$ cat src/rtl/alu_seq_nibble_tt.sv
// alu_seq_nibble_tt: sequential ALU with nibble-loaded A/B operands, registered result/flags
// and nibble-serial readout. Define ALU_MUL_EN to build the multi-cycle shift-add multiplier.
module alu_seq_nibble_tt #(
    parameter int unsigned WIDTH = 8
) (
    input  logic       clk,
    input  logic       rst,
    input  logic [7:0] io_in,
    output logic [7:0] io_out
);

    localparam int unsigned NIBS  = WIDTH / 4;
    localparam int unsigned PTR_W = $clog2(NIBS);
    localparam int unsigned MSB   = WIDTH - 1;

    typedef enum logic [3:0] {
        CMD_NOP  = 4'd0,
        CMD_LDA  = 4'd1,
        CMD_LDB  = 4'd2,
        CMD_EXEC = 4'd3,
        CMD_RDR  = 4'd4,
        CMD_CLR  = 4'd5
    } cmd_e;

    typedef enum logic [3:0] {
        OP_ADD  = 4'd0,
        OP_SUB  = 4'd1,
        OP_AND  = 4'd2,
        OP_OR   = 4'd3,
        OP_XOR  = 4'd4,
        OP_NOTA = 4'd5,
        OP_SHL  = 4'd6,
        OP_SHR  = 4'd7,
        OP_MUL  = 4'd8,
        OP_INC  = 4'd9,
        OP_DEC  = 4'd10,
        OP_PASB = 4'd11
    } op_e;

    logic [3:0] cmd;
    logic [3:0] nib;
    logic [3:0] op;

    assign cmd = io_in[7:4];
    assign nib = io_in[3:0];
    assign op  = io_in[3:0];

    logic [WIDTH-1:0] a_q, a_d;
    logic [WIDTH-1:0] b_q, b_d;
    logic [WIDTH-1:0] r_q, r_d;
    logic             z_q, z_d;
    logic             c_q, c_d;
    logic             v_q, v_d;
    logic [PTR_W-1:0] ptr_q, ptr_d;

    logic             busy;
    logic             start_mul;

`ifdef ALU_MUL_EN
    localparam int unsigned CNT_W = $clog2(WIDTH) + 1;

    typedef enum logic {
        ST_IDLE = 1'b0,
        ST_MUL  = 1'b1
    } state_e;

    state_e             state_q, state_d;
    logic [CNT_W-1:0]   cnt_q, cnt_d;
    logic [2*WIDTH-1:0] prod_q, prod_d;
    logic [WIDTH:0]     mul_sum;
    logic [2*WIDTH-1:0] prod_step;

    // A is frozen while busy (loads are locked out), so the multiplicand is read from a_q.
    always_comb begin
        mul_sum   = {1'b0, prod_q[2*WIDTH-1:WIDTH]} + (prod_q[0] ? {1'b0, a_q} : '0);
        prod_step = {mul_sum, prod_q[WIDTH-1:1]};
    end

    assign busy      = (state_q == ST_MUL);
    assign start_mul = (op == OP_MUL);
`else
    assign busy      = 1'b0;
    assign start_mul = 1'b0;
`endif

    // Single-cycle ALU; INC/DEC reuse the adder/subtractor with operand 1.
    logic [WIDTH-1:0] arith_b;
    logic [WIDTH:0]   add_full;
    logic [WIDTH:0]   sub_full;
    logic [WIDTH-1:0] alu_r;
    logic             alu_c;
    logic             alu_v;

    always_comb begin
        arith_b  = (op == OP_INC || op == OP_DEC) ? WIDTH'(1) : b_q;
        add_full = {1'b0, a_q} + {1'b0, arith_b};
        sub_full = {1'b0, a_q} - {1'b0, arith_b};
        alu_r    = '0;
        alu_c    = 1'b0;
        alu_v    = 1'b0;
        case (op)
            OP_ADD, OP_INC: begin
                alu_r = add_full[WIDTH-1:0];
                alu_c = add_full[WIDTH];
                alu_v = (a_q[MSB] == arith_b[MSB]) && (add_full[MSB] != a_q[MSB]);
            end
            OP_SUB, OP_DEC: begin
                alu_r = sub_full[WIDTH-1:0];
                alu_c = sub_full[WIDTH];
                alu_v = (a_q[MSB] != arith_b[MSB]) && (sub_full[MSB] != a_q[MSB]);
            end
            OP_AND:  alu_r = a_q & b_q;
            OP_OR:   alu_r = a_q | b_q;
            OP_XOR:  alu_r = a_q ^ b_q;
            OP_NOTA: alu_r = ~a_q;
            OP_SHL: begin
                alu_r = {a_q[WIDTH-2:0], 1'b0};
                alu_c = a_q[MSB];
            end
            OP_SHR: begin
                alu_r = {1'b0, a_q[WIDTH-1:1]};
                alu_c = a_q[0];
            end
            OP_PASB: alu_r = b_q;
            default: ;
        endcase
    end

    always_comb begin
        a_d   = a_q;
        b_d   = b_q;
        r_d   = r_q;
        z_d   = z_q;
        c_d   = c_q;
        v_d   = v_q;
        ptr_d = ptr_q;
`ifdef ALU_MUL_EN
        state_d = state_q;
        cnt_d   = cnt_q;
        prod_d  = prod_q;
`endif
        if (cmd == CMD_CLR) begin
            a_d   = '0;
            b_d   = '0;
            r_d   = '0;
            z_d   = 1'b0;
            c_d   = 1'b0;
            v_d   = 1'b0;
            ptr_d = '0;
`ifdef ALU_MUL_EN
            state_d = ST_IDLE;
            cnt_d   = '0;
            prod_d  = '0;
`endif
        end
`ifdef ALU_MUL_EN
        else if (state_q == ST_MUL) begin
            prod_d = prod_step;
            cnt_d  = cnt_q + CNT_W'(1);
            if (cnt_q == CNT_W'(WIDTH - 1)) begin
                state_d = ST_IDLE;
                r_d     = prod_step[WIDTH-1:0];
                z_d     = (prod_step[WIDTH-1:0] == '0);
                c_d     = |prod_step[2*WIDTH-1:WIDTH];
                v_d     = 1'b0;
                ptr_d   = '0;
            end
        end
`endif
        else begin
            case (cmd)
                CMD_LDA: a_d = {a_q[WIDTH-5:0], nib};
                CMD_LDB: b_d = {b_q[WIDTH-5:0], nib};
                CMD_EXEC: begin
                    if (start_mul) begin
`ifdef ALU_MUL_EN
                        state_d = ST_MUL;
                        cnt_d   = '0;
                        prod_d  = {{WIDTH{1'b0}}, b_q};
`endif
                    end else begin
                        r_d   = alu_r;
                        z_d   = (alu_r == '0);
                        c_d   = alu_c;
                        v_d   = alu_v;
                        ptr_d = '0;
                    end
                end
                CMD_RDR: ptr_d = (ptr_q == PTR_W'(NIBS - 1)) ? '0 : ptr_q + PTR_W'(1);
                default: ;
            endcase
        end
    end

    always_ff @(posedge clk or negedge rst) begin
        if (!rst) begin
            a_q   <= '0;
            b_q   <= '0;
            r_q   <= '0;
            z_q   <= 1'b0;
            c_q   <= 1'b0;
            v_q   <= 1'b0;
            ptr_q <= '0;
`ifdef ALU_MUL_EN
            state_q <= ST_IDLE;
            cnt_q   <= '0;
            prod_q  <= '0;
`endif
        end else begin
            a_q   <= a_d;
            b_q   <= b_d;
            r_q   <= r_d;
            z_q   <= z_d;
            c_q   <= c_d;
            v_q   <= v_d;
            ptr_q <= ptr_d;
`ifdef ALU_MUL_EN
            state_q <= state_d;
            cnt_q   <= cnt_d;
            prod_q  <= prod_d;
`endif
        end
    end

    // Pointer 0 selects the most significant nibble of R.
    logic [3:0] rd_nib;

    always_comb begin
        rd_nib = '0;
        for (int unsigned i = 0; i < NIBS; i++) begin
            if (ptr_q == PTR_W'(i)) begin
                rd_nib = r_q[WIDTH-1-4*i -: 4];
            end
        end
    end

    assign io_out = {busy, z_q, c_q, v_q, rd_nib};

endmodule

$ cat config.mk
export PLATFORM = sky130hd
export DESIGN_NAME = alu_seq_nibble_tt
export DESIGN_NICKNAME = d
export VERILOG_FILES = /design/src/rtl/alu_seq_nibble_tt.sv
export SDC_FILE = /design/constraint.sdc
export NUM_CORES = 1
export LEC_CHECK = 0
export CORE_MARGIN = 1.5
export CORE_UTILIZATION = 25
export CTS_CLUSTER_DIAMETER = 50
export CTS_CLUSTER_SIZE = 16
export DETAILED_ROUTE_END_ITERATION = 7
export PLACE_DENSITY = 0.36
export SYNTH_ARGS = -nofsm -noshare
export SYNTH_HDL_FRONTEND = slang
export SYNTH_SLANG_ARGS = --single-unit
$ cat constraint.sdc
create_clock -name clk -period 3.9 [get_ports clk]
set_clock_uncertainty 0.1 [all_clocks]
set_input_delay 0.39 -clock clk [delete_from_list [all_inputs] [get_ports clk]]
set_output_delay 0.39 -clock clk [all_outputs]
set_load 0.02 [all_outputs]
After elaboration in Yosys (flattened, before gate mapping) --
Cells that the tools add are included.
Cells by class: muxes and demuxes 20, add/sub/neg operators 3, bitwise gates (word level) 4, equality and inequality tests 19, reductions and logical operators 11
Operators with widths (number):
- one-hot mux 8 bit (9 select lines) | 1
- 2-to-1 mux 8 bit | 7
- equality test 4 x 3 -> 1 bit (second input constant) | 6
- equality test 4 x 2 -> 1 bit (second input constant) | 4
- equality test 4 bit (second input constant) | 3
- adder 8 x 8 -> 9 bit | 1
- subtractor 8 x 8 -> 9 bit | 1
- AND 8 bit | 1
- equality test 4 x 1 -> 1 bit (second input constant) | 2
- logical NOT 8 bit | 1
- 2-to-1 mux 1 bit | 8
- NOT 8 bit | 1
- bitwise OR 8 bit | 1
- XOR 8 bit | 1
- nonzero test 2 bit | 3
- logical NOT 4 bit | 1
- 2-to-1 mux 4 bit | 1
- one-hot mux 1 bit (2 select lines) | 2
- one-hot mux 1 bit (4 select lines) | 1
- OR reduction 2 bit | 2
- inequality test 1 bit | 3
- nonzero test 3 bit | 1
- logical AND 1 bit | 2
- adder 1 bit (second input constant) | 1
- 2 further kinds | 2
Storage, ports and cells: output and inout port bits 8, logic and storage cells 64, input bits 10, register bits after elaboration 28

Depth between registers and ports, before layout --
depth after elaboration 9, gate-level depth with buffers 15, depth with buffers taken out 13

Least setup slack after synthesis --
Ideal clock, no wire load.
path kind input to register, start point input port io_in[1], end point register z_q, buffers on the path 2, slack 0.423 ns, cell stages on the path 14, arrival time 3.308 ns, setup time 0.069 ns, cells stage by stage buf_4 > buf_2 > nor2b_1 > o21ai_1 > nand2_1 > ha_1 > fa_1 > nor2b_1 > o211ai_1 > a21oi_1 > a2bb2oi_1 > or4_4 > nor4_2 > a32o_2
On the way: longest elaborated chain between the ends 8
RTL lines:
- start: declaration | RTL line 8 | input logic [7:0] io_in,
- equality test 4 bit | RTL line 95, 101
- logical OR 1 bit | RTL line 95 | arith_b = (op == OP_INC || op == OP_DEC) ? WIDTH'(1) : b_q;
- 2-to-1 mux 8 bit | RTL line 95
- subtractor 8 x 8 -> 9 bit or adder 8 x 8 -> 9 bit (tied branches) | RTL line 97, 96
- one-hot mux 8 bit (9 select lines) * | RTL line 101 | case (op)
- logical NOT 8 bit * | RTL line 183 | z_d = (alu_r == '0);
- 2-to-1 mux 1 bit * | RTL line 171 | case (cmd)
- 2-to-1 mux 1 bit * | RTL line 142 | if (cmd == CMD_CLR) begin
- end signal: assignment | RTL line 213 | z_q <= z_d;
- end: declaration | RTL line 51 | logic z_q, z_d;
Every way passes the cells marked *; elsewhere a longest branch is shown, timed or not. The select of a mux whose other input is x is not followed. A chain may end at the register's enable or synchronous reset.

Final worst setup path --
start point input port io_in[0], end point register z_q
Same word-level chain as after synthesis.

==> qor.yml <==
yosys:
  netlist_area_sq_mm: 0.00300
  avgSynthCellArea_sq_um: 8.11
  ys_top_cells_by_area: "dfrtp_1, ha_1, nand2_1"
  synth_top_cell_by_area: "dfrtp_1"
  seq_area_frac_synth: 0.234
  synth_warnings: 0
  synth_edf_count: 0
  synth_cell_type_count: 66
  synthCells: 370
  postSynth.asyncResetShare: 1.00
  synth_nets: 415
  yosysTopAreaCellShare: 0.234
  synth-main-ff-cell: "dfrtp_1"
  synth-seq-cells: 28
timing:
  fin_crit_sh: 0.889
  maxSlewViolCount: 0
  setup_viol: 0
  slew_headroom: 0.477
  rsz0062_at_grt: "false"
  setup_tns_ns: 0
  period_minus_slack_ns: 3.47
  tightest_slew_ns: 0.784
  fmaxAchievable_ghz: 0.289
  finalHoldViolCount: 0
global_route:
  grtUsageMet2: 0.260
  grt_pass1_vias: 2719
  grtUsageMet3: 0.0162
  grt.busiest_layer: "met2"
  grt_max_degree: 35
  grt_pass1_wl_um: 15100
  antenna_found_initial: 0
  overflow: 0
  grtUsageMet1: 0.206
  track_usage: 0.152
layout:
  fin_nets: 436
  antenna_cells: 0
  post-route-util: 0.299
  areaGrowthSynthToFinish_pct: 15.2
  fillers: 1268
  final_cell_mix: "nand2_1, ha_1, inv_1, dfrtp_1, o21ai_0"
  layout_commonest_cell: "nand2_1"
  layout-drive-gt1-share: 0.128
route:
  vias: 2697
  post_drt_wl_per_cell_um: 17.7
  drt_first_pass_iters: 6
  dr.first_iter.drc_count: 139
  via_per_inst: 5.06
  drc: 0
  wirelength_um: 9410
  final_antenna_net_count: 0
clock_tree:
  postCtsHoldBufs: 0
  htree_levels: 1
  root_buffer: "clkbuf_16"
  cts_made_buffers: 3
  clk_latency_ns: 0.26
  path_clk_slew_ns: 0.07
  clk_path_buf_depth: 2
  post_cts_resized: 0
  cts_sinks: 28
  cts_tree: "yes"
  cts_setup_buffers: 0
worst_setup_path:
  critPathLaunchType: "primary input"
  required_ns: 4.00
  arrival_ns: 3.57
  cp-end-kind: "register"
  crit_type: "primary input to register"
  path_max_fanout: 4
power_and_ir_drop:
  leakage_nw: 1.53
  powerDensity_mw_per_mm2: 347
  ir_drop_v: 0.000139
  total_power_mw: 1.20
job:
  maxCapViolations: 0
floorplanning:
  start_util: 0.259
  fp-row-count: 39
  core_region_area_sq_mm: 0.0116
  pin_count: 18
  die_h_um: 113
  die_w_um: 113
  dieArea_sq_mm: 0.0127
placed_design:
  portBuffers: 16
  dp_hpwl_um: 7470
  gp_congestion: 0.784
min_path:
  hp-class: "register to register"
outcome:
  status: "finished clean"
## stage by stage
step | setup slack (ns) | cells | instance area [sq um] | hold WS [ns]
global route | 0.199 | 533 | 3450 | 0.416
CTS | 0.429 | 533 | 3450 | 0.390
finish | 0.435 | 533 | 3450 | 0.383
floorplan | 0.423 | 370 | 3000 | -0.00559
global placement | 0.188 | 529 | 3370 | 0.371
detailed placement | 0.163 | 529 | 3370 | 0.371
## report_power, final
part | leakage (nW) | internal [mW] | total [mW] | switching [mW]
Sequential | 0.375 | 0.330 | 0.395 | 0.0651
Combinational | 1.11 | 0.243 | 0.543 | 0.301
Clock | 0.0442 | 0.157 | 0.260 | 0.102
Total | 1.53 | 0.730 | 1.20 | 0.468
## area by class of cell
class	instances	area, sq um	area share
clock buffer	4	88.8	0.0257
inverter	30	113	0.0326
multi-input combinational	288	2030	0.589
sequential	28	701	0.203
tap	143	179	0.0518
timing repair buffer	40	340	0.0985
## synth_stat cells, types with 3 or more instances
master	n
ha_1	33
nand3_1	6
inv_1	29
a22o_1	11
o22ai_1	10
o311ai_0	3
or2_2	3
a22oi_1	3
dfrtp_1	28
nand2_1	49
nor2_1	22
buf_6	4
mux2i_1	5
a21oi_1	18
o31ai_1	7
nor2b_1	11
a31oi_1	5
o21ai_0	27
a211oi_1	6
clkbuf_1	8
o211ai_1	4
buf_2	5
mux2_2	5
nor3_1	3
nand2b_1	9
buf_4	7
## worst paths after layout
check	start	end	slack, ns	depth (start not counted)
max reg2reg	a_q[0]$_DFFE_PN0P_	z_q$_DFFE_PN0P_	0.84	11
min in group asynchronous	rst	v_q$_DFFE_PN0P_	0.40	2
max in group asynchronous	rst	a_q[4]$_DFFE_PN0P_	3.02	2
min	r_q[5]$_DFFE_PN0P_	r_q[5]$_DFFE_PN0P_	0.38	2
max	io_in[0]	z_q$_DFFE_PN0P_	0.43	13
min reg2reg	r_q[5]$_DFFE_PN0P_	r_q[5]$_DFFE_PN0P_	0.38	2
## worst max-delay path, cell delays in order
cell,delay (ns)
clkdlybuf4s50_1,0.43
nor2b_1,0.16
o21ai_1,0.24
nand2_1,0.14
ha_1,0.22
fa_1,0.38
nor2b_1,0.16
o211ai_1,0.25
a21oi_1,0.11
a2bb2oi_1,0.16
or4_4,0.55
nor4_2,0.15
a32o_2,0.20
## cells by family (layout without fill, tap and decap cells)
family          Yosys count  in the layout  synth area share
compound gates          119            119             0.279
mux                      10             10            0.0355
flops                    28             28             0.234
other cells               1              1           0.00125
buf+inv                  54             74            0.0884
xor+xnor                  2              2           0.00835
fa+ha+maj                35             35             0.151
simple gates            121            121             0.203
## state kept, by name, summed over array words and instances (netlist names)
| signal | cells |
|---|---|
| a_q | 8 |
| b_q | 8 |
| c_q | 1 |
| ptr_q | 1 |
| r_q | 8 |
| v_q | 1 |
| z_q | 1 |
## per-layer routing
| layer | vias up | routed length [um] | part of all wire |
|---|---|---|---|
| met5 | - | 0 | 0 |
| met4 | 0 | 147 | 0.016 |
| met3 | 10 | 207 | 0.022 |
| met2 | 47 | 4560 | 0.48 |
| met1 | 1273 | 4500 | 0.48 |
| li1 | 1367 | - | - |
(Power assumes the default switching activity.)
==> edit 1: new RTL, same settings <==
The parameter `WIDTH` goes from 8 to 32.
--- a/src/rtl/alu_seq_nibble_tt.sv
+++ b/src/rtl/alu_seq_nibble_tt.sv
@@ -1,7 +1,7 @@
 // alu_seq_nibble_tt: sequential ALU with nibble-loaded A/B operands, registered result/flags
 // and nibble-serial readout. Define ALU_MUL_EN to build the multi-cycle shift-add multiplier.
 module alu_seq_nibble_tt #(
-    parameter int unsigned WIDTH = 8
+    parameter int unsigned WIDTH = 32
 ) (
     input  logic       clk,
     input  logic       rst,
Behaviour: not the same (a bounded check fails within 4 cycles, from zero or initial values and one cycle with rst low).
==> edit 1 against the unedited design <==
- power rose to 4.2 times the old value
- the flow now finishes with violations (hold timing, setup timing)
- setup slack worse by 580 ps
- core utilization up 5.6 points
- clock power rose to 3.6 times the old value
- highest routed layer unchanged
- cell area rose to 4.8 times the old value
- sequential cell count up 74
- synthesized area rose to 4.0 times the old value
- largest cell class unchanged
- largest power group unchanged
- critical endpoint unchanged
- routed wire length rose to 5.8 times the old value
==> edit 1: results (changes against the unedited design) <==
clk tree area frac = 0.0162 (-0.00956)
clock slew at the register clock pins of the worst setup and hold paths = 90 ps (+20 ps)
Post-CTS Setup Inserts = 16 (+16)
xor-xnor portion of the synthesized cell area = 0.00589 (-0.00245)
TritonCTS buffer count = 9 (+6)
Hold Path Class = primary input to async pin
post-route setup slack = -142 ps (-577 ps)
synth unique cells = 103 (+56%)
largest net degree at the start of global routing = 65 (+86%)
area of the multi-input gates = 8940 um2 (+340%)
outcome = complete, but fails checks
clkbuf count = 11 (+7)
post-cts sizing count = 60 (+60)
mux contribution to synthesized area = 0.0152 (-0.0202)
number of global-route vias before repair = 12900 (+380%)
leakage = 7.90 nW (+420%)
sequential cell area = 2550 um2 (+260%)
adder-cell share of the synthesized area = 0.155 (+0.00378)
final setup violation count = 2 (+2)
failing checks = hold timing, setup timing
NumNets Final = 2039 (+370%)
CP max stage delay = 570 ps (+20 ps)
final hold slack = -27.8 ps (-410 ps)
GR Util All Layers = 0.221 (+0.0691)
Routed WL = 54.2 mm (+480%)
sequential share of the synthesized area = 0.215 (-0.0191)
Layout fillers = 4919 (+290%)
Slew HR = 0.415 (-0.0617)
Non-clock buffering overhead = 0.215 (+0.116)
final hold viol count = 10 (+10)
Plain + repair buffers = 460 (+1100%)
P_int = 2.90 mW (+300%)
dpl hpwl = 42.4 mm (+470%)
Skew-Pair Late Insertion Delay = 400 ps (+140 ps)
count of non-CTS inverters in the layout = 131 (+340%)
multi-input gates = 1179 (+310%)
initial detailed-routing violation count = 1168 (+740%)
==> edit 1: stage by stage <==
step                cell area, um2   util  total power, mW  std cells  worst slack [ps]
finish                       16600  0.355             5.00       2494              -142
CTS                          16200  0.346             4.85       2494              -235
detailed placement           15500  0.332             3.76       2463             -1250
global route                 16600  0.355             5.32       2494              -252
global placement             15500  0.332             3.76       2463             -1130
floorplan                    12000      -             2.53       1514              -428
==> edit 1: cells by family (layout without fill, tap and decap cells) <==
logic type                 count (synthesis)  count (layout)
other                                      1               1
AOI/OAI and AO/OA                        554             554
muxes                                     15              15
DFF                                      102             102
adders and majority gates                146             146
buffers and inverters                    233             606
xor gates and xnor gates                   8               8
and+or+nand+nor                          455             455
==> edit 1: metal layers <==
metal  vias up  part of all wire  GRT usage
met5         -                 0          0
met2       343              0.42      0.327
met1      6364              0.51      0.330
li1       6323                 -          -
met3        58             0.047     0.0248
met4         0             0.024     0.0681
==> edit 1: final timing paths <==
check	depth (start not counted)	endpoint	from
max	12	z_q$_DFFE_PN0P_	a_q[4]$_DFFE_PN0P_
min	1	ptr_q[2]$_DFFE_PN0P_	rst
max reg2reg	12	z_q$_DFFE_PN0P_	a_q[4]$_DFFE_PN0P_
min reg2reg	2	r_q[13]$_DFFE_PN0P_	r_q[13]$_DFFE_PN0P_
max in group asynchronous	2	r_q[7]$_DFFE_PN0P_	rst
min in group clk	2	r_q[13]$_DFFE_PN0P_	r_q[13]$_DFFE_PN0P_
==> edit 1: power groups by stage <==
stage               Clock [mW]  Combinational (mW)  Sequential [mW]
finish                   0.939                2.81             1.25
CTS                      0.966                2.64             1.25
global placement             0                2.49             1.27
global route              1.00                3.05             1.27
floorplan                    0                1.27             1.26
detailed placement           0                2.49             1.27
==> edit 2: new RTL, same settings <==
Without the edit above. Register the output `io_out`, with the module's reset; this adds one clock of latency there.
--- a/src/rtl/alu_seq_nibble_tt.sv
+++ b/src/rtl/alu_seq_nibble_tt.sv
@@ -234,7 +234,13 @@
         end
     end
 
-    assign io_out = {busy, z_q, c_q, v_q, rd_nib};
+    always_ff @(posedge clk or negedge rst) begin
+        if (!rst) begin
+            io_out <= '0;
+        end else begin
+            io_out <= {busy, z_q, c_q, v_q, rd_nib};
+        end
+    end
 
 endmodule
 
Function: changed (Yosys sat finds a counterexample within 4 cycles, from zero or initial values and one cycle with rst low).
==> edit 2 against the unedited design <==
- power is 11% higher
- cell count is 8.4% higher
- sequential power is 18% higher
- cell area is 8.8% higher
- routed wire length is 7.5% higher
- synthesized area is 6.3% higher
- critical path type unchanged
- count of clock-buffer cells in the layout is 2 higher
- setup slack worse by 57 ps
- sequential cell count is 7 higher
- non-clock buffer count is 2 lower
==> edit 2: results (changes against the unedited design) <==
synth warn = 0 (unchanged)
final hold slack = 106 ps (-276 ps)
synth unique cells = 65 (-1.5%)
share of cells above drive strength 1 = 0.113 (-0.0149)
initial antenna violation count = 0 (unchanged)
Skew-Pair Late Insertion Delay = 280 ps (+20 ps)
crit-path leading delay family = simple AND/OR/NAND/NOR gates
largest registers = a_q (8), b_q (8), r_q (8)
CTS root buffer = clkbuf_16
outcome = completed
GR Util All Layers = 0.161 (+0.00974)
sequential share of the synthesized area = 0.275 (+0.0412)
H-tree lvl count = 2 (+1)
syn_nets = 429 (+3.4%)
buffer depth of the longest clock path = 2 (unchanged)
maximum vdd drop = 0.000150 V (+7.5%)
largest net degree at the start of global routing = 37 (+5.7%)
Reg2Reg Setup Slack = 740 ps (-100 ps)
number of global-route vias before repair = 2807 (+3.2%)
TritonCTS buffer count = 5 (+2)
asr flop ratio synth = 1.00 (unchanged)
most frequent cells after synthesis = nand2_1 (45), dfrtp_1 (35), ha_1 (33)
vias = 2854 (+5.8%)
grt met1 use = 0.237 (+0.0314)
critical path arrival = 3600 ps (+30 ps)
port bufs = 16 (unchanged)
Slew HR = 0.430 (-0.0470)
antenna cells = 0 (unchanged)
Placer Congestion = 0.762 (-2.7%)
CP max stage delay = 500 ps (-50 ps)
dpl hpwl = 7.75 mm (+3.7%)
slowest cell on the critical path = clkdlybuf4s50_1
GR Util met3 = 0.0188 (+0.00263)
First-pass DRT Iterations = 4 (-2)
clock slew at the register clock pins of the worst setup and hold paths = 60 ps
Routed WL = 10.1 mm (+7.5%)
leakage = 1.71 nW (+12%)
Area contributors post-synth = dfrtp_1 (27%), ha_1 (13%), nand2_1 (5.3%), a21oi_1 (4.4%), inv_1 (3.5%)
wire length of the first global-routing pass = 16.4 mm (+8.4%)
NumNets Final = 451 (+3.4%)
Hold Path Class = primary input to async pin
M2 GR Usage = 0.253 (-0.00679)
DP Area = 3620 um2 (+7.4%)
CP Max Fanout = 3 (-1)
initial detailed-routing violation count = 183 (+32%)
-- edit 2: changes by cell type after synthesis, sizes merged, moves of 4 or more --
| cell | change |
|---|---|
| a22o | -6 |
| nand2 | -4 |
| o21ai | -6 |
| buf | -7 |
| a21oi | +9 |
| o31ai | +4 |
| a211oi | -4 |
| dfrtp | +7 |
| clkbuf | +6 |
-- edit 2: cell type report --
class / instances / area, um2
Tap cell: 172 / 215
Clock inverter: 1 / 5.00
Multi-Input combinational cell: 294 / 2080
Fill cell: 1368 / 8760
Timing Repair Buffer: 38 / 320
Clock buffer: 6 / 139
Inverter: 32 / 120
Sequential cell: 35 / 876
-- edit 2: logic make-up after synthesis --
| kind of cell | synth area share |
|---|---|
| other | 0.00118 |
| xor gates and xnor gates | 0.0161 |
| adders and majority gates | 0.142 |
| muxes | 0.0463 |
| and+or+nand+nor | 0.185 |
| buffers and inverters | 0.0726 |
| AOI/OAI and AO/OA | 0.262 |
| DFF | 0.275 |
-- edit 2: power by group --
group | switching [mW] | internal (mW)
Sequential | 0.0574 | 0.408
Clock | 0.153 | 0.249
Combinational | 0.258 | 0.205
Total | 0.468 | 0.862
-- edit 2: metal layers --
metal  vias up  part of all wire
met4         0            0.0085
li1       1427                 -
met1      1383              0.51
met3         9             0.034
met5         -                 0
met2        35              0.45
-- edit 2: metrics by stage --
step           power [mW]  setup TNS [ps]  worst slack (ps)   util  std cells
3_5_place_dp        0.938           -22.3             -22.3  0.289        571
6_report             1.33               0               378  0.300        578
4_1_cts              1.35               0               261  0.300        578
5_1_grt              1.42               0               120  0.300        578
3_3_place_gp        0.942               0              66.0  0.289        571
2_1_floorplan       0.766               0              8.79      -        384
-- edit 2: worst paths after layout --
kind	cells past startpoint	start	to
hold reg to reg	0	v_q$_DFFE_PN0P_	io_out[4]$_DFF_PN0_
hold / removal	1	rst	io_out[2]$_DFF_PN0_
setup reg to reg	10	b_q[0]$_DFFE_PN0P_	z_q$_DFFE_PN0P_
max in group asynchronous	1	rst	b_q[6]$_DFFE_PN0P_
min in group clk	0	v_q$_DFFE_PN0P_	io_out[4]$_DFF_PN0_
setup / recovery	12	io_in[0]	z_q$_DFFE_PN0P_
-- edit 2: repair_timing --
action | in CTS | in global routing
resized for setup | 0 | 0
setup buffers | 0 | 0
endpoints found under the setup margin | 0 | 1
